`src/rtl/mem_arb_pkg.sv`:
```
// Shared types and constants for the two-port memory arbiter.
package mem_arb_pkg;

  typedef enum logic [1:0] {
    IDLE,
    BUSY,
    DONE
  } arb_state_e;

  typedef enum logic {
    OP_READ,
    OP_WRITE
  } op_e;

  localparam int WD_W = 16;

endpackage

```
`src/rtl/mem_watchdog.sv`:
```
// Cycle counter that flags when a transaction has waited limit cycles for its ack.
module mem_watchdog
  import mem_arb_pkg::*;
(
  input  logic            clk,
  input  logic            rst_n,
  input  logic            clear,
  input  logic            enable,
  input  logic [WD_W-1:0] limit,
  output logic            expired
);

  logic [WD_W-1:0] count;

  always_ff @(posedge clk or negedge rst_n) begin
    if (!rst_n) begin
      count <= '0;
    end else if (clear) begin
      count <= '0;
    end else if (enable) begin
      count <= count + WD_W'(1);
    end
  end

  // A zero limit disables expiry entirely.
  assign expired = enable && (limit != '0) && (count == limit - WD_W'(1));

endmodule

```
`src/rtl/mem_arbiter.sv`:
```
// Round-robin arbiter sharing the io_ctrl memory port between two requesters,
// one transaction in flight, with a watchdog abort for missing acks.
module mem_arbiter
  import mem_arb_pkg::*;
#(
  parameter int ADDR_W  = 32,
  parameter int DATA_W  = 32,
  parameter int TIMEOUT = 1024
) (
  input  logic              clk,
  input  logic              rst_n,
  input  logic              r0_read,
  input  logic              r0_write,
  input  logic [ADDR_W-1:0] r0_addr,
  input  logic [DATA_W-1:0] r0_wdata,
  output logic [DATA_W-1:0] r0_rdata,
  output logic              r0_ack,
  output logic              r0_err,
  input  logic              r1_read,
  input  logic              r1_write,
  input  logic [ADDR_W-1:0] r1_addr,
  input  logic [DATA_W-1:0] r1_wdata,
  output logic [DATA_W-1:0] r1_rdata,
  output logic              r1_ack,
  output logic              r1_err,
  output logic              m_read,
  output logic              m_write,
  output logic [ADDR_W-1:0] m_addr,
  output logic [DATA_W-1:0] m_wdata,
  input  logic [DATA_W-1:0] m_rdata,
  input  logic              m_ack,
  output logic              owner,
  output logic              busy
);

  localparam logic [WD_W-1:0] WD_LIMIT = WD_W'(TIMEOUT);

  arb_state_e        state, state_next;
  op_e               op, grant_op;
  logic              last_served;
  logic              req0, req1;
  logic              grant, grant_port, finish;
  logic              wd_enable, expired;
  logic [ADDR_W-1:0] grant_addr;
  logic [DATA_W-1:0] grant_wdata;

  assign req0      = r0_read | r0_write;
  assign req1      = r1_read | r1_write;
  assign wd_enable = (state == BUSY);

  mem_watchdog u_watchdog (
    .clk     (clk),
    .rst_n   (rst_n),
    .clear   (grant),
    .enable  (wd_enable),
    .limit   (WD_LIMIT),
    .expired (expired)
  );

  always_comb begin
    state_next  = state;
    grant       = 1'b0;
    grant_port  = last_served;
    finish      = 1'b0;
    grant_op    = OP_READ;
    grant_addr  = r0_addr;
    grant_wdata = r0_wdata;
    case (state)
      IDLE: begin
        if (req0 || req1) begin
          grant      = 1'b1;
          grant_port = (req0 && req1) ? ~last_served : req1;
          state_next = BUSY;
        end
      end
      BUSY: begin
        // m_ack takes priority over a simultaneous watchdog expiry.
        if (m_ack || expired) begin
          finish     = 1'b1;
          state_next = DONE;
        end
      end
      DONE:    state_next = IDLE;
      default: state_next = IDLE;
    endcase
    if (grant_port) begin
      grant_op    = r1_write ? OP_WRITE : OP_READ;
      grant_addr  = r1_addr;
      grant_wdata = r1_wdata;
    end else begin
      grant_op    = r0_write ? OP_WRITE : OP_READ;
      grant_addr  = r0_addr;
      grant_wdata = r0_wdata;
    end
  end

  always_ff @(posedge clk or negedge rst_n) begin
    if (!rst_n) begin
      state       <= IDLE;
      op          <= OP_READ;
      last_served <= 1'b1;
      owner       <= 1'b0;
      busy        <= 1'b0;
      m_read      <= 1'b0;
      m_write     <= 1'b0;
      m_addr      <= '0;
      m_wdata     <= '0;
      r0_ack      <= 1'b0;
      r0_err      <= 1'b0;
      r0_rdata    <= '0;
      r1_ack      <= 1'b0;
      r1_err      <= 1'b0;
      r1_rdata    <= '0;
    end else begin
      state  <= state_next;
      busy   <= (state_next != IDLE);
      r0_ack <= 1'b0;
      r0_err <= 1'b0;
      r1_ack <= 1'b0;
      r1_err <= 1'b0;
      if (grant) begin
        owner   <= grant_port;
        op      <= grant_op;
        m_addr  <= grant_addr;
        m_wdata <= grant_wdata;
        m_read  <= (grant_op == OP_READ);
        m_write <= (grant_op == OP_WRITE);
      end
      if (finish) begin
        m_read      <= 1'b0;
        m_write     <= 1'b0;
        last_served <= owner;
        if (owner) begin
          r1_ack <= 1'b1;
          r1_err <= ~m_ack;
          if (m_ack && op == OP_READ) r1_rdata <= m_rdata;
        end else begin
          r0_ack <= 1'b1;
          r0_err <= ~m_ack;
          if (m_ack && op == OP_READ) r0_rdata <= m_rdata;
        end
      end
    end
  end

endmodule

```
`config.mk`:
```
export PLATFORM = sky130hd
export DESIGN_NAME = mem_arbiter
export DESIGN_NICKNAME = d
export VERILOG_FILES = /design/src/rtl/mem_arb_pkg.sv /design/src/rtl/mem_watchdog.sv /design/src/rtl/mem_arbiter.sv
export SDC_FILE = /design/constraint.sdc
export NUM_CORES = 1
export LEC_CHECK = 0
export BUFFER_PORTS_ARGS = -buffer_cell sky130_fd_sc_hd__buf_2
export CAP_MARGIN = 30
export CELL_PAD_IN_SITES_DETAIL_PLACEMENT = 1
export CELL_PAD_IN_SITES_GLOBAL_PLACEMENT = 2
export CORE_MARGIN = 3
export CORE_UTILIZATION = 30
export CTS_CLUSTER_SIZE = 25
export DETAILED_ROUTE_END_ITERATION = 10
export HOLD_SLACK_MARGIN = 0.08
export PLACE_DENSITY = 0.84
export SLEW_MARGIN = 0
export SYNTH_ARGS = -nofsm -noshare
export SYNTH_HDL_FRONTEND = slang
export SYNTH_SLANG_ARGS = --single-unit
```
`constraint.sdc`:
```
create_clock -name clk -period 4.49 [get_ports clk]
set_input_delay 0.898 -clock clk [delete_from_list [all_inputs] [get_ports clk]]
set_output_delay 0.898 -clock clk [all_outputs]
set_load 0.05 [all_outputs]
```
Yosys cells after proc, flatten, opt, wreduce, memory -nomap -nowiden --
Index checks and enable logic that the tools add are counted. Widths: inputs -> output; s select.
Storage, ports and cells: flip-flop bits (word level) 156, input port bits 167, output and inout bits 136, word-level logic and storage cells 66
Cells by class: add/sub/neg operators 1, eq/ne operators 2, multiplexer cells 29, bitwise logic cells 7, reduce and logical (&&, ||, !) cells 11
Operators by type and width (number):
- $mux 32 | 2
- $mux 16 | 2
- $mux 1 | 22
- $add 16x1->16 const B | 1
- $eq 16x10->1 const B | 1
- $reduce_and 3->1 | 2
- $reduce_bool 2->1 | 3
- $not 1->1 | 5
- $mux 2 | 2
- $pmux 2 s2 | 1
- $logic_and 1x1->1 | 3
- $eq 2x1->1 const B | 1
- $logic_not 2->1 | 1
- $logic_or 1x1->1 | 2
- $or 1x1->1 | 2

Logic depth before layout (Yosys ltp) --
Gate-level depths: netlist of the first run.
depth after elaboration 9, gate-level depth with buffers 7, mapped depth without buffers 5

Cells and area by module --
A second synthesis of the first run with hierarchy kept.
Second synthesis, totals: cells, all modules 566, area, all modules 6911.6 um2
Modules (own cells, without submodules):
- mem_arbiter | times used 1, cells each 401, area each 5487.8 um2, seq. area each 3504.6 um2
- mem_watchdog | times used 1, cells each 165, area each 1423.9 um2, seq. area each 400.4 um2

Worst setup path before layout of the first run --
OpenSTA, ideal clock, no wires.
path type input port to flip-flop, from input r0_read, to register m_wdata[19], library setup time 0.082 ns, data arrival time 2.049 ns, required time 4.408 ns, slack 2.359 ns, cell stages on the path 6, path buffers 2, cell sequence nor2_1 o21a_1 buf_4 clkbuf_1 o21ai_0 a31oi_1
On the way: word-level cells in the longest chain between the ends 6, elaborated cells between the ends (all ways) 9, those cells by class mux: 6; bitwise: 1; reduce/logical: 2
RTL lines:
- from (decl) | line mem_arbiter.sv:12 | input logic r0_read,
- $or 1x1->1 * | line mem_arbiter.sv:47 | assign req0 = r0_read | r0_write;
- $logic_and 1x1->1 | line mem_arbiter.sv:72 | grant_port = (req0 && req1) ? ~last_served : req1;
- $mux 1 | line mem_arbiter.sv:72
- $mux 1 | line mem_arbiter.sv:70 | if (req0 || req1) begin
- $mux 1 | line mem_arbiter.sv:68 | case (state)
- $mux 32 | line mem_arbiter.sv:86 | if (grant_port) begin
- to (signal assigned) | line mem_arbiter.sv:125 | m_wdata <= grant_wdata;
- to (decl) | line mem_arbiter.sv:29 | output logic [DATA_W-1:0] m_wdata,
Every way passes the cells marked *; elsewhere a longest branch is shown, timed or not. A chain may end at the register's enable or synchronous reset.

Final worst setup path of the first run --
from register state[0], to register m_wdata[24]
On the way: word-level cells in the longest chain between the ends 3, elaborated cells between the ends (all ways) 4, those cells by class mux: 3; reduce/logical: 1
RTL lines:
- from (decl) | line mem_arbiter.sv:38 | arb_state_e state, state_next;
- from (signal assigned) | line mem_arbiter.sv:115 | state <= state_next;
- $logic_not 2->1 * | line mem_arbiter.sv:68
- $mux 1 | line mem_arbiter.sv:68
- $mux 32 | line mem_arbiter.sv:86
Marked as above.

==> results of run 1 <==
-- power groups by stage --
stage / Clock (W) / Sequential [W] / Combinational (W)
finish: 0.00150 / 0.00243 / 0.00486
global route: 0.00161 / 0.00252 / 0.00520
CTS: 0.00154 / 0.00245 / 0.00493
detailed placement: 0 / 0.00246 / 0.00493
global placement: 0 / 0.00243 / 0.00485
floorplan: 0 / 0.00452 / 0.00158
-- synth_stat cells, types with 5 or more instances --
cell type,count
dfrtp_1,155
nor2_1,80
nand3_1,69
a31oi_1,64
mux2_2,61
o21ai_0,59
clkbuf_1,26
buf_2,18
nand2_1,16
o21ai_1,11
buf_6,6
or3_1,5
-- logic make-up after synthesis --
| logic type | Yosys count | share of synthesized area [%] |
|---|---|---|
| fa+ha+maj | 1 | 0.1824 |
| flops | 156 | 56.92 |
| buf+inv | 54 | 4.158 |
| mux | 69 | 11.31 |
| xor+xnor | 6 | 0.7660 |
| simple gates | 195 | 13.93 |
| compound gates | 149 | 12.73 |
-- worst max path at each step --
stage / from / end / slack [ps] / depth (start not counted)
after CTS: state[0] / m_wdata[24] / 2170 / 5
after detailed placement: r0_read / m_addr[11] / 1710 / 6
final: state[0] / m_wdata[24] / 2200 / 5
after global routing: state[0] / m_wdata[24] / 2010 / 5
after global placement: r0_read / m_addr[5] / 1700 / 6
after floorplan: r0_read / m_wdata[19] / 2360 / 6
-- metrics by stage --
stage                     worst slack [ps]  power (W)  std cells  hold WS [ps]
after floorplan                       2359   0.006100        630         478.6
after global placement                1698   0.007283       1166         464.3
after detailed placement              1714   0.007395       1167         482.9
after CTS                             2167   0.008922       1199         499.2
after global routing                  2015   0.009335       1199         512.3
final                                 2200   0.008801       1199         494.6
-- area by class of cell --
class | count | area [um2]
multi-input combinational | 420 | 2689
timing repair buffer | 311 | 1648
fill | 2602 | 12960
tap | 280 | 350.3
sequential | 156 | 3905
clock buffer | 18 | 429.2
clock inverter | 14 | 175.2
-- routing by layer --
metal | up-vias | global-route usage [%]
li1 | 2825 | -
met1 | 2918 | 21.83
met2 | 242 | 29.87
met3 | 14 | 7.176
met4 | 0 | 4.008
met5 | - | 0
-- cells in the final DEF, fill, tap and decap left out, drive strengths merged, types with 3 or more instances in the layout --
master	n
a21oi	5
a31oi	64
buf	311
clkbuf	18
clkinv	3
dfrtp	155
inv	7
mux2	65
mux2i	4
nand2	16
nand3	69
nand4	4
nor2	80
o21ai	71
or3	5
xor2	4
-- critical path: cells and delay by family, from the launching register on --
family | cells | cell delay, ps
simple gates | 2 | 750
compound gates | 2 | 460
flops | 1 | 430
buf+inv | 1 | 550
-- sequential cells by signal, indices dropped and copies added, names as in the netlist, 2 cells and up --
name	cells
r1_rdata	32
state	2
m_addr	32
r0_rdata	32
m_wdata	32
u_watchdog.count	16
==> run metrics, run 1 <==
status finished clean; HPWL Detailed 16.11 mm; Post-Syn Area 0.006860 mm2; Clock Path Buffers 2; via-per-instance ratio 5.003; Clk pwr share 17.1%; CTS tree built; worst r2r src state[0]; buffers added on ports 302; area share of the largest cell type after synthesis 56.54%; vias in the first global route 6234; Leakage 4.283 nW; syn avg cell area 10.89 um2; Clock Pin Slew Worst Setup and Hold Paths 70 ps; Util after Layout 41.50%; fraction of layout cells with a size suffix above 1 45.27%; Net Sw Frac 52.91%; end of the worst register-to-register path m_wdata[24]; Flop pwr share 27.7%; Post-DRT Antenna Nets 0; area grow syn2layout 34.05%; WL/cell 19.01 um; Die X 157.2 um; Max-Cap Viols 0; Slew HR 40.30%; antenna cells 0; maximum vdd drop 0.3391 mV; DRT iter0 DRCs 174; Clock Sinks 156; FF-to-FF setup slack 2200 ps; post-CTS setup buffers 0; largest stage delay on the critical path 550 ps; final wirelength 22.79 mm; Syn Inst Count 630; P per Cell Area 957.0 mW/mm2; num rows 54; Worst R2R Path Depth 5; HP Class reg -> reg; Core Footprint 0.02216 mm2; synth unique cells 50; critical path type reg -> reg; final setup TNS 0 ps; P_int 0.004144 W; sw power 0.004657 W; hold depth 1; routed length on met1 9.459 mm; drt pass-1 iters 4; worst hold endpoint r0_rdata[7]; Worst Path Required 4840 ps; CP Cell Sequence or2_1, nor3_4, buf_4, o21ai_0, a31oi_1; initial antenna violation count 0; RSZ-0062 raised after global routing no; GP Congestion 0.7748; Synth warnings 0; sequential area share after synthesis 56.92%; first-pass GRT wire length 34.59 mm; CP max FO 59; Mapped Nets 798; #FFs+latches synth 156; element type at the critical path end register; Slew Viols, Final 0; Die ar. 0.02472 mm2; max layer used met4; Detail Route met3 WL 2.335 mm; largest net degree at the start of global routing 98; EDFF count, synth 0; number of buffers created by CTS 17; CTS resizes 0; Root Driver clkbuf_16; fin crit share 50.99%; post-route design area 0.009196 mm2; Initial Utilization 30.96%; via count 5999; post-layout min period 2290 ps; # IOs 303; Async SR Flop Fraction 100.0%; Remaining DRCs 0; met2 wire len 10.77 mm; placed cell areas 0.008592 mm2; Synth area leaders dfrtp_1, mux2_2, a31oi_1; Final Hold Vio Count 0; Finish-stage setup viols 0; slowest library cell on the worst path buf_4; Worst setup SP type register; worst slew pin tran 895.5 ps; Logic pwr share 55.3%; gr ovfl total 0; crit path DAT 2640 ps; final setup skew 7.224 ps; chip height 157.2 um; Max Freq 436.8 MHz; GRT Util Overall 17.86%; nets@finish 1074; Clk Latency, worst-skew pair 420 ps; main flop type after synthesis dfrtp_1; htree depth 4; cell taking the most area after synthesis dfrtp_1; min-delay src r0_rdata[7]; CTS Hold Buffers Added 0
No activity file was read; power rests on OpenSTA's default activity.
==> run 2: changes to the inputs <==
--- a/config.mk
+++ b/config.mk
@@ -5,16 +5,17 @@
 export SDC_FILE = /design/constraint.sdc
 export NUM_CORES = 1
 export LEC_CHECK = 0
+export ABC_AREA = 1
 export BUFFER_PORTS_ARGS = -buffer_cell sky130_fd_sc_hd__buf_2
 export CAP_MARGIN = 30
 export CELL_PAD_IN_SITES_DETAIL_PLACEMENT = 1
 export CELL_PAD_IN_SITES_GLOBAL_PLACEMENT = 2
 export CORE_MARGIN = 3
-export CORE_UTILIZATION = 30
+export CORE_UTILIZATION = 23
 export CTS_CLUSTER_SIZE = 25
 export DETAILED_ROUTE_END_ITERATION = 10
 export HOLD_SLACK_MARGIN = 0.08
-export PLACE_DENSITY = 0.84
+export PLACE_DENSITY = 0.75
 export SLEW_MARGIN = 0
 export SYNTH_ARGS = -nofsm -noshare
 export SYNTH_HDL_FRONTEND = slang
==> constraint.sdc (replaced) <==
create_clock -name clk -period 2.1 [get_ports clk]
set_input_delay 0.42 -clock clk [delete_from_list [all_inputs] [get_ports clk]]
set_output_delay 0.42 -clock clk [all_outputs]
set_load 0.05 [all_outputs]
==> run 2 against run 1 <==
Against the previous run: count of clock-buffer cells in the layout up 1; largest power group unchanged; synthesized cell count up 22%; sequential power up 110%; global-route usage down 2.6 points; critical path type is now reg -> out; critical endpoint is now owner; sequential share of layout area down 0.075 points; combinational power up 100%; register-to-register slack worse by 1700 ps; cell count up 22%; design area up 0.18%; total power up 100%; worst setup slack worse by 1800 ps.
==> run metrics, run 2 <==
RSZ-0062 raised after global routing no; GP Congestion 0.7601 (-1.9%); Post-Syn Area 0.006663 mm2 (-2.9%); worst r2r src owner; fin crit share 79.37%; Clock Pin Slew Worst Setup and Hold Paths 80 ps (about the same); P_int 0.008209 W (+98%); gr ovfl total 0 (unchanged); Worst setup SP type register; Clock Sinks 156 (unchanged); via-per-instance ratio 4.348 (-13%); adder-cell area share of the yosys netlist 0.1878% (+0.0054 points); Finish-stage setup viols 0 (unchanged); Clk Latency, worst-skew pair 430 ps (about the same); CP bufs+invs 1 (unchanged); Slew HR 60.23% (+20 points); worst slew pin tran 596.5 ps (-299.0 ps); Flop pwr share 28.0% (+0.3 points); Die ar. 0.03105 mm2 (+26%); slowest library cell on the worst path dfrtp_1; final setup skew 14.01 ps (+6.790 ps); Core Footprint 0.02816 mm2 (+27%); initial antenna violation count 4 (+4); CTS tree built; Clock Path Buffers 2 (unchanged); multiplexer area fraction after synthesis 0.1502% (-11 points); HP Class in -> reg; Remaining DRCs 0 (unchanged); fraction of layout cells with a size suffix above 1 33.77% (-12 points); element type at the critical path end primary output; status finished clean; WL/cell 16.60 um (-13%); sw power 0.009816 W (+110%); Net Sw Frac 54.46% (+1.5 points); CP Cell Sequence buf_2; post-CTS setup buffers 0 (unchanged); multi-input logic area 0.002310 mm2 (-14%); HPWL Detailed 17.89 mm (+11%); cell taking the most area after synthesis dfrtp_1; area share of the largest cell type after synthesis 58.22% (+1.7 points); area grow syn2layout 38.27%; count leader, synth nand2_1; crit path launch owner; critical path type reg -> out; commonest cells after routing, fill and taps aside buf_2, nand2_1, dfrtp_1, a21oi_1, nor2_1; final setup TNS 0 ps (unchanged); main combinational cell family by area after synthesis simple AND/OR/NAND/NOR gates; number of buffers created by CTS 17 (unchanged); synth cell count leaders nand2_1, dfrtp_1, a21oi_1; simple-gate portion of the synthesized area 17.62% (+3.7 points); Logic pwr share 55.1% (-0.2 points); CTS resizes 0 (unchanged); maximum vdd drop 0.9115 mV (+170%); main flop type after synthesis dfrtp_1; largest stage delay on the critical path 490 ps (-60 ps); Clk pwr share 17.0% (about the same); Final Hold Vio Count 0 (unchanged); Max Freq 600.0 MHz; commonest non-fill, non-tap cell in the layout buf_2; EDFF count, synth 0 (unchanged); P per Cell Area 1957 mW/mm2 (+100%); Die X 176.2 um (+12%); vias in the first global route 6675 (+7.1%); Post-Synth XOR/XNOR Area 0% (-0.77 points); Slew Viols, Final 0 (unchanged); nets@finish 1233 (+15%); Async SR Flop Fraction 100.0% (unchanged); Syn Inst Count 769 (+22%); CP max FO 6 (-90%); largest net degree at the start of global routing 65 (-34%); Synth area leaders dfrtp_1, nand2_1, a21oi_1; via count 6339 (+5.7%); post-layout min period 1667 ps; Post-DRT Antenna Nets 0 (unchanged); htree depth 4 (unchanged); synth unique cells 32 (-36%); first-pass GRT wire length 37.54 mm (+8.5%); chip height 176.2 um (+12%); crit path DAT 1250 ps (-1390 ps); Mapped Nets 937 (+17%); GRT Util Overall 15.30% (-2.6 points); Crit path max-delay family flip-flops; Initial Utilization 23.66% (-7.3 points); min-delay src r0_wdata[26]; #FFs+latches synth 156 (unchanged); Overall Power 0.01803 W (+100%); final wirelength 24.21 mm (+6.2%); Root Driver clkbuf_16; # IOs 303 (unchanged); Max-Cap Viols 0 (unchanged); syn avg cell area 8.664 um2 (-20%); num rows 61 (+13%); Synth warnings 0 (unchanged); Worst Path Required 1680 ps (-3160 ps); Fillers 3431 (+32%); sequential area share after synthesis 58.61% (+1.7 points); DRT iter0 DRCs 201 (+16%); Register Area 0.003905 mm2 (unchanged); drt pass-1 iters 4 (unchanged); Synth Area in Compound Gates 16.60% (+3.9 points); Leakage 4.789 nW (+12%); buffers added on ports 302 (unchanged)
## run 2: repair_timing
| action | 4_1_cts | 5_1_grt |
|---|---|---|
| setup endpoints to repair | 0 | 0 |
| hold endpoints to repair | 20 | 0 |
| hold buffers | 1 | 0 |
## run 2: power by group through the flow
stage	combinational, W	sequential [W]	clock, W
6_report	0.00993	0.00504	0.00306
4_1_cts	0.0101	0.00507	0.00319
3_5_place_dp	0.0101	0.00510	0
3_3_place_gp	0.00999	0.00505	0
2_1_floorplan	0.00300	0.00933	0
5_1_grt	0.0107	0.00524	0.00330
## run 2: tightest hold or removal path, cell delays in order
cell and delay (ps):
buf_2 90, nand2_1 50, a21oi_1 60
## run 2: logic make-up after synthesis
logic type,after synthesis
simple gates,290
compound gates,216
flops,156
buf+inv,105
mux,1
fa+ha+maj,1
## run 2: cell type report
cell class | instances | area share [%]
Antenna cell | 2 | 0.05433
Tap cell | 378 | 5.134
Timing Repair Buffer | 318 | 18.62
Clock buffer | 19 | 4.808
Sequential cell | 156 | 42.39
Inverter | 64 | 2.621
Multi-Input combinational cell | 508 | 25.07
Clock inverter | 13 | 1.304
## run 2: final timing paths
check / endpoint / cells after the start / slack, ps
worst max-delay path: owner / 1 / 430
worst min-delay path: m_wdata[26] / 3 / 230
worst max register to register: r0_rdata[6] / 4 / 510
worst min register to register: r1_rdata[10] / 2 / 480
max in group asynchronous: m_wdata[15] / 3 / 1070
min in group asynchronous: r1_rdata[13] / 2 / 410
## run 2: through the flow
| stage | utilization [%] | worst slack (ps) | instances | cell area [um2] | hold slack [ps] |
|---|---|---|---|---|---|
| finish | 32.71 | 433.3 | 1458 | 9213 | 230.9 |
| global placement | 30.66 | 410.4 | 1423 | 8635 | 299.9 |
| CTS | 32.69 | 377.9 | 1456 | 9208 | 204.1 |
| global route | 32.70 | 263.8 | 1457 | 9210 | 216.8 |
| floorplan | - | 548.3 | 769 | 6663 | 124.4 |
| detailed placement | 30.66 | 379.1 | 1423 | 8635 | 300.9 |
## run 2: layer usage
layer,track usage [%],wire (um),vias to the layer above
li1,-,-,3071
met1,19.30,10500,2995
met2,24.18,11000,239
met3,6.194,2336,28
met4,4.454,324,6
met5,0,47,-
